$ cat config.mk
export PLATFORM = sky130hd
export DESIGN_NAME = ofm_readback_streamer
export DESIGN_NICKNAME = d
export VERILOG_FILES = /design/src/rtl/ofm_readback_streamer.sv
export SDC_FILE = /design/constraint.sdc
export NUM_CORES = 2
export LEC_CHECK = 0
export CAP_MARGIN = 20
export CORE_MARGIN = 4
export CORE_UTILIZATION = 60
export CTS_CLUSTER_SIZE = 16
export DETAILED_ROUTE_END_ITERATION = 10
export PLACE_DENSITY = 0.87
export SLEW_MARGIN = 20
export SYNTH_ARGS = -nofsm -noshare
export SYNTH_HDL_FRONTEND = slang
export SYNTH_SLANG_ARGS = --single-unit
$ cat constraint.sdc
create_clock -name clk -period 9.3 [get_ports clk]
set_input_delay 0.93 -clock clk [delete_from_list [all_inputs] [get_ports clk]]
set_output_delay 0.93 -clock clk [all_outputs]
set_load 0.1 [all_outputs]
$ cat src/rtl/ofm_readback_streamer.sv
// ofm_readback_streamer: reads a finished OFM back from the OFM RAM in linear address order
// and presents it as a valid/ready stream of INOUT_WIDTH beats with per-element keep.
// Latency: start -> CHECK -> read issue -> data return, so the first out_valid comes 3 cycles after start.
// Backpressure: at most 2 beats are ever owned (skid FIFO + read in flight); reads pause while out_ready is low.
// Ports: start/ofm_size/num_filter configure a run; rd_en/rd_addr/rd_data drive the RAM read port;
//        out_valid/out_ready/out_data/out_keep/out_last carry the stream; busy/done/err report status.
// Optional build macro OFM_READBACK_CHECKSUM_EN adds output checksum[31:0] (sum of kept elements).
module ofm_readback_streamer #(
    parameter int DATA_WIDTH   = 16,
    parameter int INOUT_WIDTH  = 256,
    parameter int ADDR_WIDTH   = 20,
    parameter int OFM_RAM_SIZE = 692224
) (
    input  logic                                clk,
    input  logic                                rst_n,
    input  logic                                start,
    input  logic [8:0]                          ofm_size,
    input  logic [10:0]                         num_filter,
    output logic                                rd_en,
    output logic [ADDR_WIDTH-1:0]               rd_addr,
    input  logic [INOUT_WIDTH-1:0]              rd_data,
    output logic                                out_valid,
    input  logic                                out_ready,
    output logic [INOUT_WIDTH-1:0]              out_data,
    output logic [INOUT_WIDTH/DATA_WIDTH-1:0]   out_keep,
    output logic                                out_last,
    output logic                                busy,
    output logic                                done,
    output logic                                err
`ifdef OFM_READBACK_CHECKSUM_EN
    ,
    output logic [31:0]                         checksum
`endif
);

    localparam int E     = INOUT_WIDTH / DATA_WIDTH;
    localparam int LOG2E = $clog2(E);

    typedef enum logic [1:0] {IDLE, CHECK, STREAM, FINISH} state_t;

    state_t                   state_q, state_d;
    logic [30:0]              total_q;
    logic [30:0]              rd_cnt_q;
    logic [30:0]              out_cnt_q;
    logic [ADDR_WIDTH-1:0]    rd_addr_q;
    logic                     inflight_q;
    logic                     err_q;
    logic [INOUT_WIDTH-1:0]   mem_q [2];
    logic                     wr_ptr_q, rd_ptr_q;
    logic [1:0]               count_q;

    logic [30:0]              beats;
    logic                     last_beat;
    logic                     accept, push, pop, start_acc;
    logic [E-1:0]             last_keep;
    logic [LOG2E-1:0]         rem;

    assign start_acc = (state_q == IDLE) && start;
    assign beats     = (total_q + 31'(E - 1)) >> LOG2E;
    assign last_beat = (out_cnt_q == beats - 31'd1);
    assign rem       = total_q[LOG2E-1:0];

    // The head beat is the FIFO head when it holds data, otherwise the RAM word
    // arriving this cycle falls straight through so one beat/cycle is sustained.
    assign out_valid = (count_q != 2'd0) || inflight_q;
    assign accept    = out_valid && out_ready;
    assign pop       = (count_q != 2'd0) && out_ready;
    assign push      = inflight_q && !((count_q == 2'd0) && out_ready);

    assign rd_en   = (state_q == STREAM) && (rd_cnt_q < beats) &&
                     ((count_q + {1'b0, inflight_q}) < 2'd2);
    assign rd_addr = rd_addr_q;

    always_comb begin
        last_keep = '0;
        for (int k = 0; k < E; k++) begin
            last_keep[k] = (rem == '0) || (LOG2E'(k) < rem);
        end
    end

    assign out_data = (count_q != 2'd0) ? mem_q[rd_ptr_q] : (inflight_q ? rd_data : '0);
    assign out_keep = !out_valid ? '0 : (last_beat ? last_keep : '1);
    assign out_last = out_valid && last_beat;
    assign busy     = (state_q == CHECK) || (state_q == STREAM);
    assign done     = (state_q == FINISH);
    assign err      = err_q;

    always_comb begin
        state_d = state_q;
        unique case (state_q)
            IDLE:    if (start) state_d = CHECK;
            CHECK: begin
                if (total_q == 31'd0 || total_q > 31'(OFM_RAM_SIZE)) state_d = FINISH;
                else                                                 state_d = STREAM;
            end
            STREAM:  if (accept && last_beat) state_d = FINISH;
            FINISH:  state_d = IDLE;
            default: state_d = IDLE;
        endcase
    end

    always_ff @(posedge clk or negedge rst_n) begin
        if (!rst_n) begin
            state_q    <= IDLE;
            total_q    <= '0;
            rd_cnt_q   <= '0;
            out_cnt_q  <= '0;
            rd_addr_q  <= '0;
            inflight_q <= 1'b0;
            err_q      <= 1'b0;
            mem_q[0]   <= '0;
            mem_q[1]   <= '0;
            wr_ptr_q   <= 1'b0;
            rd_ptr_q   <= 1'b0;
            count_q    <= 2'd0;
        end else begin
            state_q    <= state_d;
            inflight_q <= rd_en;
            if (start_acc) begin
                total_q   <= 31'(ofm_size) * 31'(ofm_size) * 31'(num_filter);
                rd_cnt_q  <= '0;
                out_cnt_q <= '0;
                rd_addr_q <= '0;
                err_q     <= 1'b0;
            end
            if (state_q == CHECK && total_q > 31'(OFM_RAM_SIZE)) err_q <= 1'b1;
            if (rd_en) begin
                rd_cnt_q  <= rd_cnt_q + 31'd1;
                rd_addr_q <= rd_addr_q + ADDR_WIDTH'(E);
            end
            if (accept) out_cnt_q <= out_cnt_q + 31'd1;
            if (push) begin
                mem_q[wr_ptr_q] <= rd_data;
                wr_ptr_q        <= ~wr_ptr_q;
            end
            if (pop) rd_ptr_q <= ~rd_ptr_q;
            unique case ({push, pop})
                2'b10:   count_q <= count_q + 2'd1;
                2'b01:   count_q <= count_q - 2'd1;
                default: count_q <= count_q;
            endcase
        end
    end

`ifdef OFM_READBACK_CHECKSUM_EN
    logic [31:0] sum_q, beat_sum;

    always_comb begin
        beat_sum = '0;
        for (int k = 0; k < E; k++) begin
            if (out_keep[k]) beat_sum = beat_sum + 32'($signed(out_data[k*DATA_WIDTH +: DATA_WIDTH]));
        end
    end

    always_ff @(posedge clk or negedge rst_n) begin
        if (!rst_n)          sum_q <= '0;
        else if (start_acc)  sum_q <= '0;
        else if (accept)     sum_q <= sum_q + beat_sum;
    end

    assign checksum = sum_q;
`endif

endmodule

==> flow_metrics.env <==
export IMPL_wl_per_cell_um=20.4
export IMPL_placed_area_um2=47000
export IMPL_crit_buf_inv=9
export IMPL_port_buffers=573
export IMPL_synth_edf_count=0
export IMPL_worst_pin_slew_ns=1.23
export IMPL_cts_root_buffer_cell="clkbuf_16"
export IMPL_dieArea_um2=70800
export IMPL_skew_ns=0.0270
export IMPL_violations="negative setup slack"
export IMPL_setup_slack_ns=-0.231
export IMPL_path_common_cell="fa_1"
export IMPL_hpwl_mm=73.4
export IMPL_synth_distinct_cells=75
export IMPL_worst_path_largest_cell_delay_ns=0.56
export IMPL_relSlewSlack_pct=18.1
export IMPL_critical_path_class="in -> reg"
export IMPL_initialDrtViolationCount=2452
export IMPL_worstPathArrival_ns=9.98
export IMPL_grt_pass1_vias=32300
export IMPL_synth_flop_cell="dfrtp_1"
export IMPL_clk_pin_slew_ns=0.06
export IMPL_gp_congestion=0.860
export IMPL_synth_simple_gate_area_share_pct=12.1
export IMPL_synth_top_family_by_area="multiplexers"
export IMPL_fin_nets=4909
export IMPL_maxCapViolCount=0
export IMPL_core_rowCount=94
export IMPL_wl_mm=107
export IMPL_cts_buffers=68
export IMPL_end_kind="flip-flop"
export IMPL_nFillCells=4170
export IMPL_min_period_ns=9.53
export IMPL_synth_xor_area_share_pct=2.37
export IMPL_yosysSeqAreaShare_pct=39.2
export IMPL_cpLargestDelayFamily="adder cells"
export IMPL_dp_cells=5100
export IMPL_syn_inst=3783
export IMPL_rr_worst_depth=19
export IMPL_worst_path_stages=41
export IMPL_yosysWarnings=0
export IMPL_crit_path_start_kind="primary input"
export IMPL_rsz0062_at_grt="true"
export IMPL_synth_mux_area_share_pct=21.3
export IMPL_finish_utilization_pct=75.3
export IMPL_drv_slew=0
export IMPL_fmax_ghz=0.105
export IMPL_cp_max_fo=4
export IMPL_core_um2=65900
export IMPL_cts_tree="done"
export IMPL_synth_compound_area_share_pct=7.88
export IMPL_antenna_found_initial=15
export IMPL_hp_class="in -> async"
export IMPL_cts_sinks=627
export IMPL_stdcell_count=5257
export IMPL_initial_utilization_pct=60.7
export IMPL_ant_nets=0
export IMPL_hold_violations=0
export IMPL_clockBufferDepth=3
export IMPL_crit_slowest_cell="fa_1"
export IMPL_status="finished with violations"
export IMPL_io_pins=578
export IMPL_drt_pass1_iterations=8
export IMPL_grt_pass1_wl_mm=171
export IMPL_avgSynthCellArea_um2=10.6
export IMPL_required_ns=9.75
export IMPL_overflow=0
export IMPL_die_y_um=266
export IMPL_drive_above_1_share_pct=20.1
export IMPL_synthesis_area_um2=40000
export IMPL_vias=31400
export IMPL_grt_max_degree=247
export IMPL_clk_latency_ns=0.62
export IMPL_syn2layout_area_growth_pct=24.1
export IMPL_ys_ff_latch=627
export IMPL_die_w_um=266
export IMPL_synthAdderAreaFrac_pct=12.6
export IMPL_final_area_um2=49600
export IMPL_avgViaCountPerCell=5.98
export IMPL_period_share_pct=102
export IMPL_synth_async_reset_ratio_pct=100
export IMPL_cts_htree_levels=3
export IMPL_drcViolationCount=0
export IMPL_grtUsageTotal_pct=29.4
export IMPL_setup_viol=1
per-layer routing:
metal	global-route usage, %	vias up	routed length [µm]
met5	0	-	0
met4	14.2	0	5270
met3	4.23	302	5410
met2	50.5	1001	53900
met1	36.8	15800	42500
li1	-	14300	-
worst paths after layout:
kind                                               start                       end  slack, ns
max in group asynchronous                          rst_n    mem_q[189]$_DFFE_PN0P_       6.74
worst min-delay path                               rst_n    mem_q[266]$_DFFE_PN0P_       0.28
min in group clk                rd_cnt_q[29]$_DFFE_PN0P_  rd_cnt_q[29]$_DFFE_PN0P_       0.49
worst max-delay path                         ofm_size[0]   total_q[28]$_DFFE_PN0P_      -0.23
worst min register to register  rd_cnt_q[29]$_DFFE_PN0P_  rd_cnt_q[29]$_DFFE_PN0P_       0.49
worst max register to register    total_q[1]$_DFFE_PN0P_    rd_addr[9]$_DFFE_PN0P_       3.26
flip-flops by register name, indices dropped and copies added (netlist names):
signal,flops
count_q,2
err,1
inflight_q,1
mem_q,512
out_cnt_q,31
rd_addr,16
rd_cnt_q,31
rd_ptr_q,1
state_q,2
total_q,29
wr_ptr_q,1
stage by stage:
step	TNS, ns	hold slack [ns]	worst slack [ns]
final	-0.231	0.276	-0.231
after floorplan	-1.63	0.455	-0.720
after global routing	-1.43	0.313	-0.581
after CTS	-0.130	0.271	-0.130
after global placement	-11.98	0.467	-1.32
after detailed placement	-15.25	0.473	-1.55
final cells by class:
type | count | area, µm² | area share [%]
multi-input combinational | 2691 | 22700 | 45.8
antenna | 15 | 37.5 | 0.0757
inverter | 204 | 766 | 1.54
tap | 864 | 1080 | 2.18
clock inverter | 27 | 299 | 0.603
clock buffer | 94 | 1960 | 3.95
timing repair buffer | 735 | 7030 | 14.2
sequential | 627 | 15700 | 31.6
worst reg2reg max path: stages, from the launching register on:
cell	delay [ns]
dfrtp_1	0.56
o41ai_2	0.79
or3_1	0.53
nor2_1	0.25
nand2_1	0.18
xor2_1	0.30
ha_1	0.31
a21o_1	0.16
a21o_1	0.16
a21o_1	0.17
a21o_1	0.17
a21o_1	0.17
a21oi_1	0.15
nor2b_1	0.07
o41a_2	0.46
buf_4	0.30
and2_1	0.52
buf_4	0.33
o21ai_0	0.20
o21ai_0	0.13
kinds of logic (layout without fill, tap and decap cells):
group / Yosys count / after routing
flip-flops: 627 / 627
other: 1 / 19
AO/OA/AOI/OAI: 554 / 554
buffers and inverters: 468 / 1060
XOR/XNOR: 102 / 102
multiplexers: 785 / 785
adder cells (fa/ha/maj): 302 / 302
AND/OR/NAND/NOR: 944 / 944
cell usage after synthesis, drive strengths merged, types with 39 or more instances:
| library cell | count | area share [%] |
|---|---|---|
| dfrtp | 627 | 39 |
| nand2 | 211 | 2.0 |
| o21ai | 393 | 4.9 |
| fa | 168 | 8.4 |
| mux2 | 519 | 15 |
| ha | 134 | 4.2 |
| and2 | 134 | 2.1 |
| nand3 | 323 | 4.0 |
| clkbuf | 234 | 2.2 |
| a21oi | 39 | 0.49 |
| and3 | 39 | 0.61 |
| nor2 | 78 | 0.75 |
| mux2i | 266 | 6.7 |
| xnor2 | 68 | 1.5 |
| inv | 204 | 1.9 |
timing repair:
item,CTS,global route
resized for setup,74,24
pin swaps,39,18
setup buffers,20,6
endpoints found under the setup margin,13,11
hold buffers,0,0
cell usage in the layout, fill, tap and decap left out, types with 9 or more instances in the layout:
master,instances
xor2_1,30
clkinv_2,15
clkdlybuf4s50_1,561
and3_1,39
and2_1,126
o21a_1,9
buf_4,157
mux2_2,518
diode_2,15
clkbuf_1,11
nor2b_1,22
inv_2,11
o31ai_1,16
dfrtp_1,625
nor3_1,29
nor2_1,74
fa_1,167
ha_1,128
a21o_1,13
and4_1,9
clkbuf_16,69
nand2b_1,16
or3_1,13
o21ai_0,381
inv_1,193
nor4_1,13
nand3_1,322
a31oi_1,13
nand2_1,204
clkbuf_8,14
nand4_1,22
xnor2_1,67
o211ai_1,10
mux2i_1,266
a21oi_1,35
Power is not shown: default switching activity piles up to over one toggle a cycle in this logic, so the estimate is an artifact.
